$ cat config.mk
export PLATFORM = sky130hd
export DESIGN_NAME = lsu_mem_stage_flat
export DESIGN_NICKNAME = d
export VERILOG_FILES = /design/src/rtl/lsu_mem_stage_pkg.sv /design/src/rtl/lsu_mem_stage_if.sv /design/src/rtl/lsu_data_align.sv /design/src/rtl/lsu_mem_stage.sv /design/src/flat_wrapper.sv
export SDC_FILE = /design/constraint.sdc
export NUM_CORES = 1
export LEC_CHECK = 0
export BUFFER_PORTS_ARGS = -buffer_cell sky130_fd_sc_hd__buf_2
export CAP_MARGIN = 30
export CORE_MARGIN = 3
export CORE_UTILIZATION = 50
export DETAILED_ROUTE_END_ITERATION = 10
export PLACE_DENSITY_LB_ADDON = 0.2
export SYNTH_ARGS = -nofsm -noshare
export SYNTH_HDL_FRONTEND = slang
export SYNTH_SLANG_ARGS = --single-unit
$ cat constraint.sdc
create_clock -name clk -period 3.9 [get_ports clk]
set_input_delay 0.195 -clock clk [delete_from_list [all_inputs] [get_ports clk]]
set_output_delay 0.195 -clock clk [all_outputs]
set_load 0.02 [all_outputs]
$ cat src/rtl/lsu_mem_stage_pkg.sv
// rtl/lsu_mem_stage_pkg.sv - shared types, funct3 codes and legality check for the LSU memory stage
//
// Purpose: common definitions imported by lsu_mem_stage, lsu_data_align and the interface users.
// Contents: funct3 access codes, FSM state encoding, op_legal() ren/wen/funct3 check.

package lsu_mem_stage_pkg;

  localparam logic [2:0] F3_LB  = 3'b000;
  localparam logic [2:0] F3_LH  = 3'b001;
  localparam logic [2:0] F3_LW  = 3'b010;
  localparam logic [2:0] F3_LBU = 3'b100;
  localparam logic [2:0] F3_LHU = 3'b101;
  localparam logic [2:0] F3_SB  = 3'b000;
  localparam logic [2:0] F3_SH  = 3'b001;
  localparam logic [2:0] F3_SW  = 3'b010;

  typedef enum logic [1:0] {
    S_IDLE = 2'd0,
    S_REQ  = 2'd1,
    S_WAIT = 2'd2,
    S_DONE = 2'd3
  } state_t;

  // Non-memory ops (neither ren nor wen) are always legal; ren & wen together never are.
  function automatic logic op_legal(input logic ren, input logic wen, input logic [2:0] funct3);
    if (ren && wen) return 1'b0;
    if (ren) return funct3 inside {F3_LB, F3_LH, F3_LW, F3_LBU, F3_LHU};
    if (wen) return funct3 inside {F3_SB, F3_SH, F3_SW};
    return 1'b1;
  endfunction

endpackage

$ cat src/rtl/lsu_mem_stage_if.sv
// rtl/lsu_mem_stage_if.sv - execute/bus/write-back signal bundle for the LSU memory stage
//
// Purpose: groups the upstream handshake, data-memory bus and write-back handshake.
// Ports (master = the stage):
//   upstream  : in_valid_i, in_ready_o, alu_out_i, store_data_i, mem_ren_i, mem_wen_i,
//               funct3_i, rd_addr_i, rd_wen_i
//   mem bus   : mem_req_o, mem_we_o, mem_addr_o, mem_wdata_o, mem_wmask_o,
//               mem_gnt_i, mem_rvalid_i, mem_rdata_i
//   write-back: out_valid_o, out_ready_i, result_o, rd_addr_o, rd_wen_o, err_o

interface lsu_mem_stage_if;
  logic        in_valid_i;
  logic        in_ready_o;
  logic [31:0] alu_out_i;
  logic [31:0] store_data_i;
  logic        mem_ren_i;
  logic        mem_wen_i;
  logic [2:0]  funct3_i;
  logic [4:0]  rd_addr_i;
  logic        rd_wen_i;
  logic        mem_req_o;
  logic        mem_we_o;
  logic [31:0] mem_addr_o;
  logic [31:0] mem_wdata_o;
  logic [3:0]  mem_wmask_o;
  logic        mem_gnt_i;
  logic        mem_rvalid_i;
  logic [31:0] mem_rdata_i;
  logic        out_valid_o;
  logic        out_ready_i;
  logic [31:0] result_o;
  logic [4:0]  rd_addr_o;
  logic        rd_wen_o;
  logic        err_o;

  modport master (
    input  in_valid_i, alu_out_i, store_data_i, mem_ren_i, mem_wen_i, funct3_i,
           rd_addr_i, rd_wen_i, mem_gnt_i, mem_rvalid_i, mem_rdata_i, out_ready_i,
    output in_ready_o, mem_req_o, mem_we_o, mem_addr_o, mem_wdata_o, mem_wmask_o,
           out_valid_o, result_o, rd_addr_o, rd_wen_o, err_o
  );

  modport slave (
    output in_valid_i, alu_out_i, store_data_i, mem_ren_i, mem_wen_i, funct3_i,
           rd_addr_i, rd_wen_i, mem_gnt_i, mem_rvalid_i, mem_rdata_i, out_ready_i,
    input  in_ready_o, mem_req_o, mem_we_o, mem_addr_o, mem_wdata_o, mem_wmask_o,
           out_valid_o, result_o, rd_addr_o, rd_wen_o, err_o
  );
endinterface

$ cat src/rtl/lsu_data_align.sv
// rtl/lsu_data_align.sv - combinational lane alignment, masks, legality and load extension
//
// Purpose: byte-lane steering for stores, sign/zero extension for loads, error flags.
// Ports:
//   addr_lo, funct3, ren, wen, store_data, rdata : access description and raw data
//   wmask, wdata                                 : lane-shifted store enables/data
//   misaligned, illegal                          : access error flags
//   load_data                                    : extracted and extended load result

module lsu_data_align
  import lsu_mem_stage_pkg::*;
(
  input  logic [1:0]  addr_lo,
  input  logic [2:0]  funct3,
  input  logic        ren,
  input  logic        wen,
  input  logic [31:0] store_data,
  input  logic [31:0] rdata,
  output logic [3:0]  wmask,
  output logic [31:0] wdata,
  output logic        misaligned,
  output logic        illegal,
  output logic [31:0] load_data
);

  logic [31:0] shifted;

  always_comb begin
    illegal    = !op_legal(ren, wen, funct3);
    misaligned = 1'b0;
    if (ren || wen) begin
      // funct3[1:0] carries the access size for both loads and stores.
      case (funct3[1:0])
        2'b01:   misaligned = addr_lo[0];
        2'b10:   misaligned = (addr_lo != 2'b00);
        default: misaligned = 1'b0;
      endcase
    end

    wmask = 4'b0000;
    if (wen) begin
      case (funct3)
        F3_SB:   wmask = 4'b0001 << addr_lo;
        F3_SH:   wmask = 4'b0011 << addr_lo;
        F3_SW:   wmask = 4'b1111;
        default: wmask = 4'b0000;
      endcase
    end
    wdata = store_data << {addr_lo, 3'b000};

    shifted = rdata >> {addr_lo, 3'b000};
    case (funct3)
      F3_LB:   load_data = {{24{shifted[7]}}, shifted[7:0]};
      F3_LH:   load_data = {{16{shifted[15]}}, shifted[15:0]};
      F3_LW:   load_data = rdata;
      F3_LBU:  load_data = {24'h0, shifted[7:0]};
      F3_LHU:  load_data = {16'h0, shifted[15:0]};
      default: load_data = 32'h0;
    endcase
  end

endmodule

$ cat src/rtl/lsu_mem_stage.sv
// rtl/lsu_mem_stage.sv - memory stage: one bus access per instruction, result to write-back
//
// Purpose: registers the execute-stage instruction, issues at most one request/grant/response
// access, applies alignment and extension, detects errors and bus timeouts.
// Ports:
//   clk   : rising-edge clock
//   rst_n : asynchronous active-low reset
//   bus   : lsu_mem_stage_if.master (upstream handshake, memory bus, write-back handshake)

module lsu_mem_stage
  import lsu_mem_stage_pkg::*;
#(
  parameter int DATA_WIDTH     = 32,
  parameter int TIMEOUT_CYCLES = 255
) (
  input  logic              clk,
  input  logic              rst_n,
  lsu_mem_stage_if.master   bus
);

  localparam int CNT_W = $clog2(TIMEOUT_CYCLES + 1);

  state_t                state_q, state_d;
  logic [CNT_W-1:0]      cnt_q;
  logic [DATA_WIDTH-1:0] addr_q, wdata_q, result_q;
  logic [3:0]            wmask_q;
  logic                  we_q, rd_wen_q, err_q;
  logic [1:0]            lo_q;
  logic [2:0]            f3_q;
  logic [4:0]            rd_q;

  logic [1:0]  align_lo;
  logic [2:0]  align_f3;
  logic [3:0]  wmask;
  logic [31:0] wdata, load_data;
  logic        misaligned, illegal, is_mem, go_req, timeout;

  // In IDLE the aligner looks at the incoming instruction; afterwards it looks at
  // the registered one so load extension uses the accepted address and funct3.
  assign align_lo = (state_q == S_IDLE) ? bus.alu_out_i[1:0] : lo_q;
  assign align_f3 = (state_q == S_IDLE) ? bus.funct3_i       : f3_q;

  lsu_data_align u_align (
    .addr_lo    (align_lo),
    .funct3     (align_f3),
    .ren        (bus.mem_ren_i),
    .wen        (bus.mem_wen_i),
    .store_data (bus.store_data_i),
    .rdata      (bus.mem_rdata_i),
    .wmask      (wmask),
    .wdata      (wdata),
    .misaligned (misaligned),
    .illegal    (illegal),
    .load_data  (load_data)
  );

  assign is_mem  = bus.mem_ren_i | bus.mem_wen_i;
  assign go_req  = is_mem & ~illegal & ~misaligned;
  // Counter starts at 0 on entering REQ, so reaching TIMEOUT_CYCLES-1 here means
  // TIMEOUT_CYCLES cycles have been spent in REQ/WAIT.
  assign timeout = (cnt_q >= CNT_W'(TIMEOUT_CYCLES - 1));

  always_ff @(posedge clk or negedge rst_n) begin
    if (!rst_n) state_q <= S_IDLE;
    else        state_q <= state_d;
  end

  always_comb begin
    state_d = state_q;
    case (state_q)
      S_IDLE: if (bus.in_valid_i) state_d = go_req ? S_REQ : S_DONE;
      S_REQ: begin
        if (bus.mem_gnt_i)  state_d = S_WAIT;
        else if (timeout)   state_d = S_DONE;
      end
      S_WAIT: if (bus.mem_rvalid_i || timeout) state_d = S_DONE;
      S_DONE: if (bus.out_ready_i) state_d = S_IDLE;
      default: state_d = S_IDLE;
    endcase
  end

  always_ff @(posedge clk or negedge rst_n) begin
    if (!rst_n) begin
      cnt_q    <= '0;
      addr_q   <= '0;
      wdata_q  <= '0;
      result_q <= '0;
      wmask_q  <= '0;
      we_q     <= 1'b0;
      rd_wen_q <= 1'b0;
      err_q    <= 1'b0;
      lo_q     <= '0;
      f3_q     <= '0;
      rd_q     <= '0;
    end else begin
      case (state_q)
        S_IDLE: begin
          if (bus.in_valid_i) begin
            cnt_q    <= '0;
            lo_q     <= bus.alu_out_i[1:0];
            f3_q     <= bus.funct3_i;
            rd_q     <= bus.rd_addr_i;
            err_q    <= is_mem & ~go_req;
            rd_wen_q <= bus.rd_wen_i & ~(is_mem & ~go_req);
            result_q <= is_mem ? '0 : bus.alu_out_i;
            // Bus fields only carry the access when one will actually be issued.
            addr_q   <= go_req ? {bus.alu_out_i[31:2], 2'b00} : '0;
            wdata_q  <= (go_req & bus.mem_wen_i) ? wdata : '0;
            wmask_q  <= go_req ? wmask : 4'b0000;
            we_q     <= go_req & bus.mem_wen_i;
          end
        end
        S_REQ: begin
          cnt_q <= cnt_q + 1'b1;
          if (!bus.mem_gnt_i && timeout) begin
            err_q    <= 1'b1;
            rd_wen_q <= 1'b0;
            result_q <= '0;
          end
        end
        S_WAIT: begin
          cnt_q <= cnt_q + 1'b1;
          if (bus.mem_rvalid_i) begin
            result_q <= we_q ? '0 : load_data;
          end else if (timeout) begin
            err_q    <= 1'b1;
            rd_wen_q <= 1'b0;
            result_q <= '0;
          end
        end
        default: ;
      endcase
    end
  end

  assign bus.in_ready_o  = (state_q == S_IDLE);
  assign bus.mem_req_o   = (state_q == S_REQ);
  assign bus.mem_we_o    = we_q;
  assign bus.mem_addr_o  = addr_q;
  assign bus.mem_wdata_o = wdata_q;
  assign bus.mem_wmask_o = wmask_q;
  assign bus.out_valid_o = (state_q == S_DONE);
  assign bus.result_o    = result_q;
  assign bus.rd_addr_o   = rd_q;
  assign bus.rd_wen_o    = rd_wen_q;
  assign bus.err_o       = err_q;

endmodule
$ cat src/flat_wrapper.sv
// flat-port wrapper written by rule: the top's interface ports become plain ports
module lsu_mem_stage_flat import lsu_mem_stage_pkg::*;
#(
  parameter int DATA_WIDTH     = 32,
  parameter int TIMEOUT_CYCLES = 255
)
  (clk, rst_n, bus_in_valid_i, bus_alu_out_i, bus_store_data_i, bus_mem_ren_i, bus_mem_wen_i, bus_funct3_i, bus_rd_addr_i, bus_rd_wen_i, bus_mem_gnt_i, bus_mem_rvalid_i, bus_mem_rdata_i, bus_out_ready_i, bus_in_ready_o, bus_mem_req_o, bus_mem_we_o, bus_mem_addr_o, bus_mem_wdata_o, bus_mem_wmask_o, bus_out_valid_o, bus_result_o, bus_rd_addr_o, bus_rd_wen_o, bus_err_o);
  lsu_mem_stage_if bus_i ();
  input  logic clk;
  input  logic rst_n;
  input wire logic [$bits(bus_i.in_valid_i)-1:0] bus_in_valid_i;
  input wire logic [$bits(bus_i.alu_out_i)-1:0] bus_alu_out_i;
  input wire logic [$bits(bus_i.store_data_i)-1:0] bus_store_data_i;
  input wire logic [$bits(bus_i.mem_ren_i)-1:0] bus_mem_ren_i;
  input wire logic [$bits(bus_i.mem_wen_i)-1:0] bus_mem_wen_i;
  input wire logic [$bits(bus_i.funct3_i)-1:0] bus_funct3_i;
  input wire logic [$bits(bus_i.rd_addr_i)-1:0] bus_rd_addr_i;
  input wire logic [$bits(bus_i.rd_wen_i)-1:0] bus_rd_wen_i;
  input wire logic [$bits(bus_i.mem_gnt_i)-1:0] bus_mem_gnt_i;
  input wire logic [$bits(bus_i.mem_rvalid_i)-1:0] bus_mem_rvalid_i;
  input wire logic [$bits(bus_i.mem_rdata_i)-1:0] bus_mem_rdata_i;
  input wire logic [$bits(bus_i.out_ready_i)-1:0] bus_out_ready_i;
  output wire logic [$bits(bus_i.in_ready_o)-1:0] bus_in_ready_o;
  output wire logic [$bits(bus_i.mem_req_o)-1:0] bus_mem_req_o;
  output wire logic [$bits(bus_i.mem_we_o)-1:0] bus_mem_we_o;
  output wire logic [$bits(bus_i.mem_addr_o)-1:0] bus_mem_addr_o;
  output wire logic [$bits(bus_i.mem_wdata_o)-1:0] bus_mem_wdata_o;
  output wire logic [$bits(bus_i.mem_wmask_o)-1:0] bus_mem_wmask_o;
  output wire logic [$bits(bus_i.out_valid_o)-1:0] bus_out_valid_o;
  output wire logic [$bits(bus_i.result_o)-1:0] bus_result_o;
  output wire logic [$bits(bus_i.rd_addr_o)-1:0] bus_rd_addr_o;
  output wire logic [$bits(bus_i.rd_wen_o)-1:0] bus_rd_wen_o;
  output wire logic [$bits(bus_i.err_o)-1:0] bus_err_o;
  assign bus_i.in_valid_i = bus_in_valid_i;
  assign bus_i.alu_out_i = bus_alu_out_i;
  assign bus_i.store_data_i = bus_store_data_i;
  assign bus_i.mem_ren_i = bus_mem_ren_i;
  assign bus_i.mem_wen_i = bus_mem_wen_i;
  assign bus_i.funct3_i = bus_funct3_i;
  assign bus_i.rd_addr_i = bus_rd_addr_i;
  assign bus_i.rd_wen_i = bus_rd_wen_i;
  assign bus_i.mem_gnt_i = bus_mem_gnt_i;
  assign bus_i.mem_rvalid_i = bus_mem_rvalid_i;
  assign bus_i.mem_rdata_i = bus_mem_rdata_i;
  assign bus_i.out_ready_i = bus_out_ready_i;
  assign bus_in_ready_o = bus_i.in_ready_o;
  assign bus_mem_req_o = bus_i.mem_req_o;
  assign bus_mem_we_o = bus_i.mem_we_o;
  assign bus_mem_addr_o = bus_i.mem_addr_o;
  assign bus_mem_wdata_o = bus_i.mem_wdata_o;
  assign bus_mem_wmask_o = bus_i.mem_wmask_o;
  assign bus_out_valid_o = bus_i.out_valid_o;
  assign bus_result_o = bus_i.result_o;
  assign bus_rd_addr_o = bus_i.rd_addr_o;
  assign bus_rd_wen_o = bus_i.rd_wen_o;
  assign bus_err_o = bus_i.err_o;
  lsu_mem_stage #(.DATA_WIDTH(DATA_WIDTH), .TIMEOUT_CYCLES(TIMEOUT_CYCLES)) u_core (.clk(clk), .rst_n(rst_n), .bus(bus_i));
endmodule
Word level (Yosys, flattened, before mapping):

Cells that the tools add are included.

* flip-flop bits (word level): 123
* output and inout bits: 111
* word-level logic and storage cells: 110

* add/subtract/negate cells: 1
* magnitude comparators: 1
* equal/unequal tests: 17
* shift-type cells: 4
* multiplexer cells: 48
* bitwise gates (word level): 9
* reduce and logical (&&, ||, !) cells: 18

Operators with widths (count)
* 32-bit 2-to-1 mux: 8
* 32-bit case mux with 5 select lines: 1
* 32-bit case mux with 3 select lines: 1
* 32-bit by 5-bit left shift with 32-bit output: 1
* 32-bit by 5-bit right shift with 16-bit output: 1
* 1-bit 2-to-1 mux: 21
* 8-bit case mux with 2 select lines: 1
* 2-bit 2-to-1 mux: 7
* 4-bit case mux with 3 select lines: 1
* 8-bit by 1-bit adder with 8-bit output, second input constant: 1
* 8-bit greater-or-equal comparator, second input constant: 1
* 4-bit 2-to-1 mux: 2
* 8-bit 2-to-1 mux: 1
* 2-bit case mux with 4 select lines: 1
* 4-bit AND reduction: 2
* 2-bit equality test, second input constant: 3
* 3-bit equality test, second input constant: 2
* 2-bit by 1-bit inequality test with 1-bit output, second input constant: 3
* 2-bit inequality test, second input constant: 3
* 3-bit by 2-bit inequality test with 1-bit output, second input constant: 2
* 1-bit case mux with 3 select lines: 2
* 3-bit nonzero test: 2
* 1-bit AND: 5
* 5-bit AND reduction: 1
* 18 further kinds: 25

Longest topological paths before layout:

Gate-level depths: netlist (run 1).

* word-level depth: 17
* mapped depth: 14
* gate-level depth less buffers: 10

By module:

A second synthesis (run 1) with hierarchy kept.

* cells, all modules: 707
* area total of the unflattened synthesis: 6522.5 um2

By module, submodules not included
* lsu_mem_stage: times used 1, cells each 503, area an instance 5136.2 um2
* lsu_data_align: times used 1, cells each 204, area an instance 1386.3 um2

Worst setup path after synthesis (run 1):

No wires, ideal clock.

* kind: register -> register
* start point: reg u_core.state_q[0]
* end point: reg u_core.addr_q[10] (netlist: u_core.bus.mem_addr_o[10])
* library setup time: 0.083 ns
* arrival: 3.314 ns
* required time: 3.817 ns
* setup slack: 0.504 ns
* stages on the path, launching flop included: 15
* buffers on the path: 5
* period minus slack after synthesis: 3.396 ns
* path through: dfrtp_1 > inv_1 > ha_1 > buf_6 > clkbuf_1 > mux2_2 > inv_1 > ha_1 > clkbuf_1 > or2_2 > clkbuf_1 > a21oi_1 > a311o_1 > clkbuf_1 > o21ai_0

* longest elaborated chain between the ends: 12
* elaborated cells on any way between the ends: 25

Ends and longest elaborated chain
* start: declaration: RTL line lsu_mem_stage.sv:23 `state_t state_q, state_d;`
* start signal: assignment: RTL line lsu_mem_stage.sv:65 `else state_q <= state_d;`
* 2-bit logical NOT *
* named net bus_in_ready_o: RTL line flat_wrapper.sv:23 `output wire logic [$bits(bus_i.in_ready_o)-1:0] bus_in_ready_o;`
* 3-bit 2-to-1 mux: RTL line lsu_mem_stage.sv:41 `assign align_f3 = (state_q == S_IDLE) ? bus.funct3_i : f3_q;`
* 3-bit by 1-bit equality test with 1-bit output, or another cell as far along: RTL line lsu_mem_stage_pkg.sv:27, lsu_mem_stage_pkg.sv:28
* 5-bit nonzero test: RTL line lsu_mem_stage_pkg.sv:27 `if (ren) return funct3 inside {F3_LB, F3_LH, F3_LW, F3_LBU, F3_LHU};`
* 1-bit 2-to-1 mux: RTL line lsu_mem_stage_pkg.sv:27
* 1-bit 2-to-1 mux: RTL line lsu_mem_stage_pkg.sv:28 `if (wen) return funct3 inside {F3_SB, F3_SH, F3_SW};`
* 1-bit 2-to-1 mux: RTL line lsu_mem_stage_pkg.sv:29 `return 1'b1;`
* 1-bit 2-to-1 mux: RTL line lsu_mem_stage_pkg.sv:28
* 1-bit 2-to-1 mux: RTL line lsu_mem_stage_pkg.sv:27
* 1-bit AND (2 in series): RTL line lsu_mem_stage.sv:58 `assign go_req = is_mem & ~illegal & ~misaligned;`
* 32-bit 2-to-1 mux: RTL line lsu_mem_stage.sv:107 `addr_q <= go_req ? {bus.alu_out_i[31:2], 2'b00} : '0;`
* end signal: assignment: RTL line lsu_mem_stage.sv:107
* end: declaration: RTL line lsu_mem_stage.sv:25 `logic [DATA_WIDTH-1:0] addr_q, wdata_q, result_q;`

The timed path passes the listed nets; every way through them passes the cells marked *.
A chain may end at the register's enable or synchronous reset.

Worst setup path in the final report (run 1):

* start point: reg u_core.state_q[0]
* end point: reg u_core.wdata_q[13] (netlist: u_core.bus.mem_wdata_o[13])

* longest elaborated chain between the ends: 13
* elaborated cells on any way between the ends: 27

Ends and longest elaborated chain
* 2-bit logical NOT *: RTL line lsu_mem_stage.sv:40, lsu_mem_stage.sv:41, lsu_mem_stage.sv:96
* 3-bit 2-to-1 mux: RTL line lsu_mem_stage.sv:41
* 3-bit by 1-bit equality test with 1-bit output, or another cell as far along: RTL line lsu_mem_stage_pkg.sv:27, lsu_mem_stage_pkg.sv:28
* 5-bit nonzero test: RTL line lsu_mem_stage_pkg.sv:27
* 1-bit 2-to-1 mux: RTL line lsu_mem_stage_pkg.sv:27
* 1-bit 2-to-1 mux: RTL line lsu_mem_stage_pkg.sv:28
* 1-bit 2-to-1 mux: RTL line lsu_mem_stage_pkg.sv:29
* 1-bit 2-to-1 mux: RTL line lsu_mem_stage_pkg.sv:28
* 1-bit 2-to-1 mux: RTL line lsu_mem_stage_pkg.sv:27
* 1-bit AND (2 in series): RTL line lsu_mem_stage.sv:58
* 1-bit AND: RTL line lsu_mem_stage.sv:108 `wdata_q <= (go_req & bus.mem_wen_i) ? wdata : '0;`
* 32-bit 2-to-1 mux: RTL line lsu_mem_stage.sv:108
* end signal: assignment: RTL line lsu_mem_stage.sv:108
* end: declaration: RTL line lsu_mem_stage.sv:25

Mark *: on every way between the ends. The rest lies on a longest branch, timed or not.

==> metrics, run 1 <==
core region area=0.0128 sq mm; crit-path max FO=12; maximum vdd drop=0.455 mV; die width=121 microns; Setup WS pre-CTS=778 ps; initial antenna violation count=2; slack of the critical path=788 ps; fraction of power spent switching nets=0.460; Rel. slew slack=0.488; io pins=about 220; vias in the first global route=6,145; worst slew pin tran=768 ps; final wirelength=21,100 microns; gr usage total=0.286; area share of fa/ha/maj cells after synthesis=0.0170; final period utilization=0.798; First DRT Iteration DRCs=688; crit path DAT=3430 ps; DR vias=6,558; Synth Area in Compound Gates=0.209; Final nets=1,061; CTS tree=yes; fmax=0.321 GHz; Syn-to-layout area delta=29.1%; crit path time final=3110 ps; FF-to-FF path depth=11; synthesized area per cell=9.08 sq um; first-pass GRT wire length=33,000 microns; Syn Std Cell Area=0.00661 sq mm; clock-pin slew on the worst setup and hold paths=60 ps; internal power=4.27 mW; min-delay worst type=input pin to register; Yosys cell types=57; flops & latches, synth=121; worst hold path startpoint=bus_funct3_i[2]; final setup vio count=0; Power per Cell Area=926 mW/mm^2; Num CTS Buffers=17; die span in y=121 microns; Sw Pwr=about 3.6 mW; Layout Cells excl Fill=1,126; Final Core Density=0.668; power share of the clock group=0.203; mux contribution to synthesized area=0.0799; CP delay by family, top=compound AO/OA/AOI/OAI gates; largest family of logic cells by synthesized area=compound AO/OA/AOI/OAI gates; slowest cell on the critical path=dfrtp_1; CP max stage delay=between 400 and 500 ps; CP Class=register to register; top-area cell type share of the netlist area=0.458; startpoint types=register; Primary FF master, synth=dfrtp_1; Final ANT Viol Nets=0; Comb power frac=0.540; Max Cap Viol=0; post-DR vias/cell=5.82; drt pass-1 iters=7; leading area contributor after synthesis=dfrtp_1; Critical Path End Type=register; final hold violation count=0; most common cell after layout, fill and taps aside=buf_2; Area contributors post-synth=dfrtp_1 (46%), nand2_1 (10%), o21ai_0 (4.2%), a221oi_1 (3.0%), mux2i_1 (3.0%); largest net degree at the start of global routing=between 60 and 70; Leak=between 4 and 5 nW; share of layout cells above drive strength 1=0.316; CTS root buf=clkbuf_16; final slew viol count=0; CP Cell Sequence=inv_1 -> ha_1 -> mux2_2 -> inv_1 -> ha_1 -> nor3_1 -> a311o_1 -> a311oi_2 -> buf_4 -> nand3_1 -> o21ai_0; clk_lat worst skew=410 ps; FF-to-FF setup slack=slightly below 800 ps; clk sinks=approximately 120; Critical Path RT=roughly 4200 ps; post-synthesis sequential area ratio=0.458; Syn Inst Count=728; reg2reg start=u_core.state_q[0]$_DFFE_PN0P_; worst hold endpoint=u_core.f3_q[2]$_DFFE_PN0P_; Post-Synth XOR/XNOR Area=0.00663; status=finished, final reports clean; worst reg2reg endpoint=u_core.bus.mem_wdata_o[13]$_DFFE_PN0P_; Starting Density=0.517; row cnt=41; RSZ-0062 raised after global routing=no; setup bufs post-CTS=0; CTS H-tree lvls=4; GR Overflow Total=0; Wirelength per Cell=18.7 microns; Post-Synth Simple-Gate Area=0.184; CTS Buffer Depth=2; GPL Wtd Cong=0.854; IO Port Bufs=221; WHS Path Cells=3; drc violations=0; most frequent cells in the layout=buf_2 (220), nand2_1 (183), dfrtp_1 (121); post-detail-place hpwl=~15,000 microns; Setup TNS=0 ps; EDFF count, synth=0; Yosys Warn Count=0; full die area=0.0146 sq mm; placed instance count=roughly 1,100; skew final=between 10 and 15 ps; share of power burned in registers=0.257; FFs w/ async S/R, synth=1.00; number of buffer and inverter stages on the critical path=3
## Yosys cell counts (8+ instances only)
master	number
a22o_1	8
a21oi_1	27
inv_1	11
a211oi_1	9
mux2_2	11
dfrtp_1	121
clkbuf_1	35
nor2_1	49
buf_2	9
ha_1	9
o21ai_0	55
nor3b_1	8
mux2i_1	20
a221oi_1	23
o31ai_1	10
o211ai_1	9
nand2_1	184
a22oi_1	17
nand3_1	18
## metal layers
layer / share of wire / vias to the layer above / GRT usage / wire (microns)
met5: 0.00033 / - / 0 / 7
li1: - / 3031 / - / -
met2: 0.45 / 361 / 0.418 / 9500
met4: 0.033 / 2 / 0.122 / 690
met3: 0.096 / 52 / 0.0727 / 2030
met1: 0.42 / 3112 / 0.404 / 8880
## worst min-delay path, stage by stage
cell     delay (ps)
buf_2           100
nand2_1          50
nand2_1          50
## how the worst max path moves through the flow
stage / from / endpoint / slack [ps] / depth (start not counted)
after global routing: u_core.state_q[0]$_DFFE_PN0P_ / u_core.bus.mem_addr_o[23]$_DFFE_PN0P_ / 530 / 10
after detailed placement: u_core.state_q[0]$_DFFE_PN0P_ / u_core.bus.mem_wdata_o[13]$_DFFE_PN0P_ / 780 / 11
after CTS: u_core.state_q[0]$_DFFE_PN0P_ / u_core.bus.mem_wdata_o[13]$_DFFE_PN0P_ / 790 / 11
after global placement: u_core.state_q[0]$_DFFE_PN0P_ / u_core.bus.mem_wdata_o[11]$_DFFE_PN0P_ / 950 / 11
after floorplan: u_core.state_q[0]$_DFFE_PN0P_ / u_core.bus.mem_addr_o[10]$_DFFE_PN0P_ / 500 / 14
final: u_core.state_q[0]$_DFFE_PN0P_ / u_core.bus.mem_wdata_o[13]$_DFFE_PN0P_ / 790 / 11
## metrics by stage
step | cell area [sq um] | hold slack, ps | total power, mW
CTS | 8510 | 1.45 | 7.85
global route | 8530 | 25.2 | 8.41
finish | 8530 | 16.7 | 7.90
detailed placement | 7850 | 313 | 6.21
global placement | 7850 | 306 | 6.16
floorplan | 6610 | -101 | 4.97
## final cells by class
type	count	area (sq um)
diodes	2	5.00
clock buffers	21	450
clock inverters	11	148
fillers	1078	4240
inverters	11	41.3
multi-input cells	543	3320
flip-flops and latches	121	3030
well taps	172	215
repair buffers	245	1330
## power by group through the flow
| stage | sequential [mW] | clock [mW] | combinational (mW) |
|---|---|---|---|
| floorplan | 2.49 | 0 | 2.48 |
| global placement | 2.03 | 0 | 4.13 |
| detailed placement | 2.03 | 0 | 4.17 |
| CTS | 2.03 | 1.62 | 4.21 |
| global route | 2.09 | 1.70 | 4.63 |
| finish | 2.03 | 1.61 | 4.26 |
## flip-flops by register name (all words and copies together) (netlist names)
signal	cells
u_core.f3_q	3
u_core.bus.err_o	1
u_core.bus.mem_wmask_o	4
u_core.bus.mem_wdata_o	32
u_core.bus.result_o	32
u_core.bus.mem_we_o	1
u_core.bus.rd_wen_o	1
u_core.state_q	2
u_core.bus.mem_addr_o	30
u_core.bus.rd_addr_o	5
u_core.lo_q	2
u_core.cnt_q	8
## timing repair
action | CTS | global route
setup endpoints to repair | 0 | 0
hold buffers | 6 | 0
hold endpoints to repair | 61 | 0
gates resized for setup | 0 | 0
## cell families (layout without fill, tap and decap cells)
| family | after synthesis | after routing |
|---|---|---|
| fa+ha+maj | 9 | 9 |
| simple gates | 289 | 289 |
| buf+inv | 65 | 288 |
| other cells | 1 | 4 |
| flops | 121 | 121 |
| compound gates | 197 | 197 |
| xor+xnor | 5 | 5 |
| mux | 41 | 41 |
No activity file was read; power rests on OpenSTA's default activity.
==> run 2, diff against run 1 <==
--- a/config.mk
+++ b/config.mk
@@ -8,7 +8,7 @@
 export BUFFER_PORTS_ARGS = -buffer_cell sky130_fd_sc_hd__buf_2
 export CAP_MARGIN = 30
 export CORE_MARGIN = 3
-export CORE_UTILIZATION = 50
+export CORE_UTILIZATION = 46
 export DETAILED_ROUTE_END_ITERATION = 10
 export PLACE_DENSITY_LB_ADDON = 0.2
 export SYNTH_ARGS = -nofsm -noshare
==> constraint.sdc (replaced) <==
create_clock -name clk -period 2.75 [get_ports clk]
set_input_delay 0.1375 -clock clk [delete_from_list [all_inputs] [get_ports clk]]
set_output_delay 0.1375 -clock clk [all_outputs]
set_load 0.02 [all_outputs]
==> run 2 against run 1 <==
  * Sequential power increased by 41%
  * Combinational power increased by 54%
  * Maximum frequency increased by 17%
  * Die area increased by 8.3%
  * Highest routed layer is now met4
==> metrics, run 2 (synthesis results as in run 1) <==
Starting Density=0.473 (-0.0449); worst reg2reg endpoint=u_core.bus.mem_wdata_o[9]$_DFFE_PN0P_; status=finished, final reports clean; DR vias=6,801 (+3.7%); fmax=0.376 GHz (+17%); Final ANT Viol Nets=0 (unchanged); Sw Pwr=5.24 mW (+44%); crit path time final=2660 ps (-452 ps); crit-path max FO=8 (-4); Max Cap Viol=0 (unchanged); clk sinks=121 (unchanged); CTS root buf=clkbuf_16; gr usage total=0.274 (-0.0115); row cnt=43 (+4.9%); placed instance count=1,106 (+1.9%); share of layout cells above drive strength 1=0.327 (+0.0112); min-delay worst type=input pin to register; skew final=9.69 ps (-0.838 ps); CTS tree=yes; Leak=4.47 nW (+6.4%); post-DR vias/cell=5.73 (-1.5%); drc violations=0 (unchanged); largest net degree at the start of global routing=122 (+85%); Rel. slew slack=0.540 (+0.0519); clk_lat worst skew=420 ps (about the same); post-detail-place hpwl=15,300 microns (+1.8%); CTS H-tree lvls=4 (unchanged); Design Power=11.6 mW (+47%); share of power burned in registers=0.246 (-0.011); drt pass-1 iters=5 (-2); die width=126 microns (+4.0%); slowest cell on the critical path=dfrtp_1; Final Core Density=0.654 (-0.0137); worst hold endpoint=u_core.bus.mem_addr_o[28]$_DFFE_PN0P_; worst slew pin tran=691 ps (-77.8 ps); crit path DAT=3000 ps (-430 ps); Power per Cell Area=1270 mW/mm^2 (+37%); IO Port Bufs=221 (unchanged); io pins=224 (unchanged); final slew viol count=0 (unchanged); final period utilization=0.967 (+0.169); power share of the clock group=0.192 (-0.011); # fillers=1,179 (+9.4%); First DRT Iteration DRCs=518 (-25%); CTS Buffer Depth=2 (unchanged); initial antenna violation count=1 (-1); FF-to-FF setup slack=90 ps (-700 ps); internal power=6.40 mW (+50%); GR Overflow Total=0 (unchanged); final hold violation count=0 (unchanged); most common cell after layout, fill and taps aside=buf_2; Final nets=1,116 (+5.2%); most frequent cells in the layout=buf_2 (220), nand2_1 (183), dfrtp_1 (121); startpoint types=register; clock-pin slew on the worst setup and hold paths=50 ps (about the same); fraction of power spent switching nets=0.450 (-0.00983); Comb power frac=0.562 (+0.022); WHS Path Cells=3 (unchanged); CP Cell Sequence=inv_2 -> ha_4 -> mux2_4 -> ha_2 -> inv_1 -> a311o_1 -> a311oi_2 -> nand3_2 -> o21ai_0; Num CTS Buffers=17 (unchanged); worst hold path startpoint=bus_alu_out_i[28]; full die area=0.0158 sq mm (+8.3%); reg2reg start=u_core.state_q[1]$_DFFE_PN0P_; FF-to-FF path depth=9 (-2); vias in the first global route=6,669 (+8.5%); maximum vdd drop=0.603 mV (+33%); first-pass GRT wire length=34,800 microns (+5.5%); CP max stage delay=430 ps (+20 ps); core region area=0.0140 sq mm (+9.5%); Syn-to-layout area delta=38.4%; Critical Path End Type=register; final setup vio count=0 (unchanged); GPL Wtd Cong=0.901 (+5.5%); Layout Cells excl Fill=1,186 (+5.3%); final wirelength=21,900 microns (+3.9%); Critical Path RT=3090 ps (-1130 ps); CP Class=register to register; Wirelength per Cell=18.5 microns (-1.4%); die span in y=126 microns (+4.0%)
[run 2: layout make-up]
cell class / count / area (sq um) / area share
clock inverter: 9 / 124 / 0.0135
sequential: 121 / 3030 / 0.331
multi-input combinational: 543 / 3400 / 0.372
tap: 180 / 225 / 0.0246
antenna: 1 / 2.50 / 0.000273
clock buffer: 21 / 460 / 0.0503
inverter: 11 / 41.3 / 0.00451
timing repair buffer: 300 / 1870 / 0.204
[run 2: per-stage QoR]
stage	hold slack (ps)	worst slack [ps]	instance area (sq um)	TNS [ps]
2_1_floorplan	-158	-43.4	6760	-1770
3_3_place_gp	297	172	8030	0
3_5_place_dp	299	69.4	8030	0
4_1_cts	1.70	60.4	9080	0
5_1_grt	27.8	-28.3	9150	-93.2
6_report	15.6	89.6	9150	0
[run 2: worst max-delay path by stage]
stage	startpoint	end	slack, ps	depth (start not counted)
floorplan	u_core.state_q[1]$_DFFE_PN0P_	u_core.bus.mem_addr_o[10]$_DFFE_PN0P_	-40	13
global placement	u_core.state_q[1]$_DFFE_PN0P_	u_core.bus.mem_addr_o[18]$_DFFE_PN0P_	170	10
detailed placement	u_core.state_q[1]$_DFFE_PN0P_	u_core.bus.mem_addr_o[23]$_DFFE_PN0P_	70	10
CTS	u_core.state_q[1]$_DFFE_PN0P_	u_core.bus.mem_addr_o[23]$_DFFE_PN0P_	60	10
global route	u_core.state_q[0]$_DFFE_PN0P_	u_core.bus.mem_wdata_o[8]$_DFFE_PN0P_	-30	9
finish	u_core.state_q[1]$_DFFE_PN0P_	u_core.bus.mem_wdata_o[9]$_DFFE_PN0P_	90	9
[run 2: power groups by stage]
stage | logic [mW] | clock network (mW) | registers [mW]
CTS | 6.41 | 2.26 | 2.86
global placement | 6.24 | 0 | 2.87
detailed placement | 6.34 | 0 | 2.88
finish | 6.54 | 2.24 | 2.87
global route | 7.15 | 2.34 | 2.95
floorplan | 3.82 | 0 | 3.54
[run 2: repair_timing]
action	4_1_cts	5_1_grt
gates resized for setup	0	16
hold endpoints to repair	186	0
hold buffers	47	0
setup buffers	0	2
setup endpoints to repair	0	61
[run 2: worst max-delay path, delay by kind of cell, from the launching register on]
family          cells  cell delay, ps
compound gates      3             910
fa+ha+maj           2             500
flops               1             430
mux                 1             320
simple gates        1             260
buf+inv             2             170
[run 2: per-layer routing]
metal	share of wire	track usage	vias up	routed length (microns)
met4	0.027	0.102	0	591
met5	0	0	-	0
met1	0.43	0.365	3293	9370
met2	0.47	0.441	312	10300
li1	-	-	3151	-
met3	0.075	0.0645	45	1640
==> run 3, diff against run 2 <==
--- a/config.mk
+++ b/config.mk
@@ -8,7 +8,7 @@
 export BUFFER_PORTS_ARGS = -buffer_cell sky130_fd_sc_hd__buf_2
 export CAP_MARGIN = 30
 export CORE_MARGIN = 3
-export CORE_UTILIZATION = 46
+export CORE_UTILIZATION = 50
 export DETAILED_ROUTE_END_ITERATION = 10
 export PLACE_DENSITY_LB_ADDON = 0.2
 export SYNTH_ARGS = -nofsm -noshare
==> constraint.sdc (replaced) <==
create_clock -name clk -period 3.2 [get_ports clk]
set_input_delay 0.16 -clock clk [delete_from_list [all_inputs] [get_ports clk]]
set_output_delay 0.16 -clock clk [all_outputs]
set_load 0.02 [all_outputs]
==> run 3 against run 2 <==
  * Cell count decreased by 2.8%
  * Sequential cell count unchanged
  * Highest routed layer unchanged
  * Sequential power decreased by 14%
  * Die area decreased by 7.6%
  * Sequential share of layout area increased by 1.3 points
  * Non-clock buffer count decreased by 26
  * Via count decreased by 1.4%
==> metrics, run 3 (synthesis results as in run 1) <==
status=finished, final reports clean; skew final=5.72 ps (-3.97 ps); maximum vdd drop=0.527 mV (-13%); RSZ-0062 raised after global routing=no; post-detail-place hpwl=15,300 microns (about the same); Rel. slew slack=0.519 (-0.0206); WHS Path Cells=3 (unchanged); Leak=4.34 nW (-2.7%); Setup TNS=0 ps (unchanged); share of layout cells above drive strength 1=0.316 (-0.0114); # diodes=0 (-1); vias in the first global route=6,303 (-5.5%); CTS tree=yes; share of power burned in registers=0.254 (+0.008); most frequent cells in the layout=buf_2 (220), nand2_1 (183), dfrtp_1 (121); Power per Cell Area=1110 mW/mm^2 (-13%); Max Cap Viol=0 (unchanged); clk_lat worst skew=420 ps (about the same); CTS H-tree lvls=4 (unchanged); Num CTS Buffers=17 (unchanged); worst hold path startpoint=bus_alu_out_i[21]; slack of the critical path=260 ps (+171 ps); drc violations=0 (unchanged); Wirelength per Cell=18.9 microns (+2.2%); full die area=0.0146 sq mm (-7.6%); core region area=0.0128 sq mm (-8.7%); internal power=5.30 mW (-17%); worst slew pin tran=719 ps (+28.2 ps); Critical Path RT=3510 ps (+420 ps); Design Power=9.74 mW (-16%); reg2reg start=u_core.state_q[0]$_DFFE_PN0P_; final setup vio count=0 (unchanged); GR Overflow Total=0 (unchanged); drt pass-1 iters=8 (+3); final period utilization=0.919 (-0.0488); CTS Buffer Depth=2 (unchanged); Final ANT Viol Nets=0 (unchanged); final hold violation count=0 (unchanged); Comb power frac=0.545 (-0.017); final slew viol count=0 (unchanged); IO Port Bufs=221 (unchanged); CTS root buf=clkbuf_16; first-pass GRT wire length=33,500 microns (-3.7%); GPL Wtd Cong=0.840 (-6.7%); most common cell after layout, fill and taps aside=buf_2; Starting Density=0.517 (+0.0449); row cnt=41 (-4.7%); crit-path max FO=20 (+12); Syn-to-layout area delta=33.2%; Critical Path End Type=register; die width=121 microns (-3.9%); worst reg2reg endpoint=u_core.bus.result_o[20]$_DFFE_PN0P_; fraction of power spent switching nets=0.456 (+0.00546); power share of the clock group=0.201 (+0.009); crit path DAT=3250 ps (+250 ps); startpoint types=register; fmax=0.340 GHz (-9.5%); crit path time final=2940 ps (+279 ps); post-DR vias/cell=5.81 (+1.4%); First DRT Iteration DRCs=641 (+24%); DR vias=6,703 (-1.4%); Setup WS pre-CTS=248 ps (+178 ps); FF-to-FF setup slack=260 ps (+170 ps); largest net degree at the start of global routing=94 (-23%); CP Class=register to register; Final nets=1,090 (-2.3%); FF-to-FF path depth=10 (+1); initial antenna violation count=0 (-1); io pins=224 (unchanged); final wirelength=21,800 microns (-0.62%); gr usage total=0.294 (+0.0195); min-delay worst type=input pin to register; clock-pin slew on the worst setup and hold paths=60 ps (about the same); die span in y=121 microns (-3.9%); clk sinks=121 (unchanged); worst hold endpoint=u_core.bus.mem_addr_o[21]$_DFFE_PN0P_; Sw Pwr=4.44 mW (-15%)
[run 3: worst max path at each step]
stage,startpoint,endpoint,slack (ps),cells past startpoint
5_1_grt,u_core.state_q[0]$_DFFE_PN0P_,u_core.bus.err_o$_DFFE_PN0P_,70,11
4_1_cts,u_core.state_q[0]$_DFFE_PN0P_,u_core.bus.mem_wdata_o[9]$_DFFE_PN0P_,260,10
2_1_floorplan,u_core.state_q[0]$_DFFE_PN0P_,u_core.bus.mem_addr_o[10]$_DFFE_PN0P_,8,14
3_3_place_gp,u_core.state_q[0]$_DFFE_PN0P_,u_core.bus.result_o[31]$_DFFE_PN0P_,310,9
6_report,u_core.state_q[0]$_DFFE_PN0P_,u_core.bus.result_o[20]$_DFFE_PN0P_,260,10
3_5_place_dp,u_core.state_q[0]$_DFFE_PN0P_,u_core.bus.mem_wdata_o[9]$_DFFE_PN0P_,250,10
[run 3: what timing repair did]
action / CTS / global route
hold buffers: 29 / 0
setup buffers: 0 / 0
hold endpoints to repair: 60 / 0
setup endpoints to repair: 0 / 2
resized for setup: 0 / 2
[run 3: final cells by class]
| cell class | instances | area (sq um) |
|---|---|---|
| repair buffers | 274 | 1590 |
| flip-flops and latches | 121 | 3030 |
| multi-input cells | 543 | 3330 |
| well taps | 172 | 215 |
| clock buffers | 23 | 478 |
| inverters | 11 | 41.3 |
| clock inverters | 9 | 120 |
| fillers | 1063 | 3970 |
[run 3: metrics by stage]
step	util	instances	hold slack [ps]	instance area, sq um
after floorplan	-	729	-136	6620
after global placement	0.618	1091	111	7900
after detailed placement	0.619	1092	117	7900
after CTS	0.688	1153	0.148	8790
after global routing	0.689	1153	4.19	8800
final	0.689	1153	10.9	8800
[run 3: worst max-delay path, cell delays in order, from the launching register on]
cell	delay [ps]
dfrtp_1	400
inv_1	130
ha_2	220
buf_4	270
mux2i_2	230
buf_4	320
and3_1	410
a32o_1	270
a211oi_4	40
buf_4	220
a221oi_1	300
[run 3: power by group through the flow]
stage | clock [mW] | sequential [mW] | combinational, mW
after floorplan | 0 | 3.04 | 3.03
after global placement | 0 | 2.46 | 5.10
after detailed placement | 0 | 2.47 | 5.20
after CTS | 1.98 | 2.46 | 5.25
after global routing | 2.05 | 2.53 | 5.77
final | 1.96 | 2.47 | 5.31
[run 3: per-layer routing]
| metal | up-vias | part of all wire | global-route usage |
|---|---|---|---|
| met5 | - | 0 | 0 |
| met4 | 0 | 0.023 | 0.109 |
| met3 | 39 | 0.086 | 0.0671 |
| met2 | 328 | 0.46 | 0.461 |
| met1 | 3249 | 0.43 | 0.399 |
| li1 | 3087 | - | - |
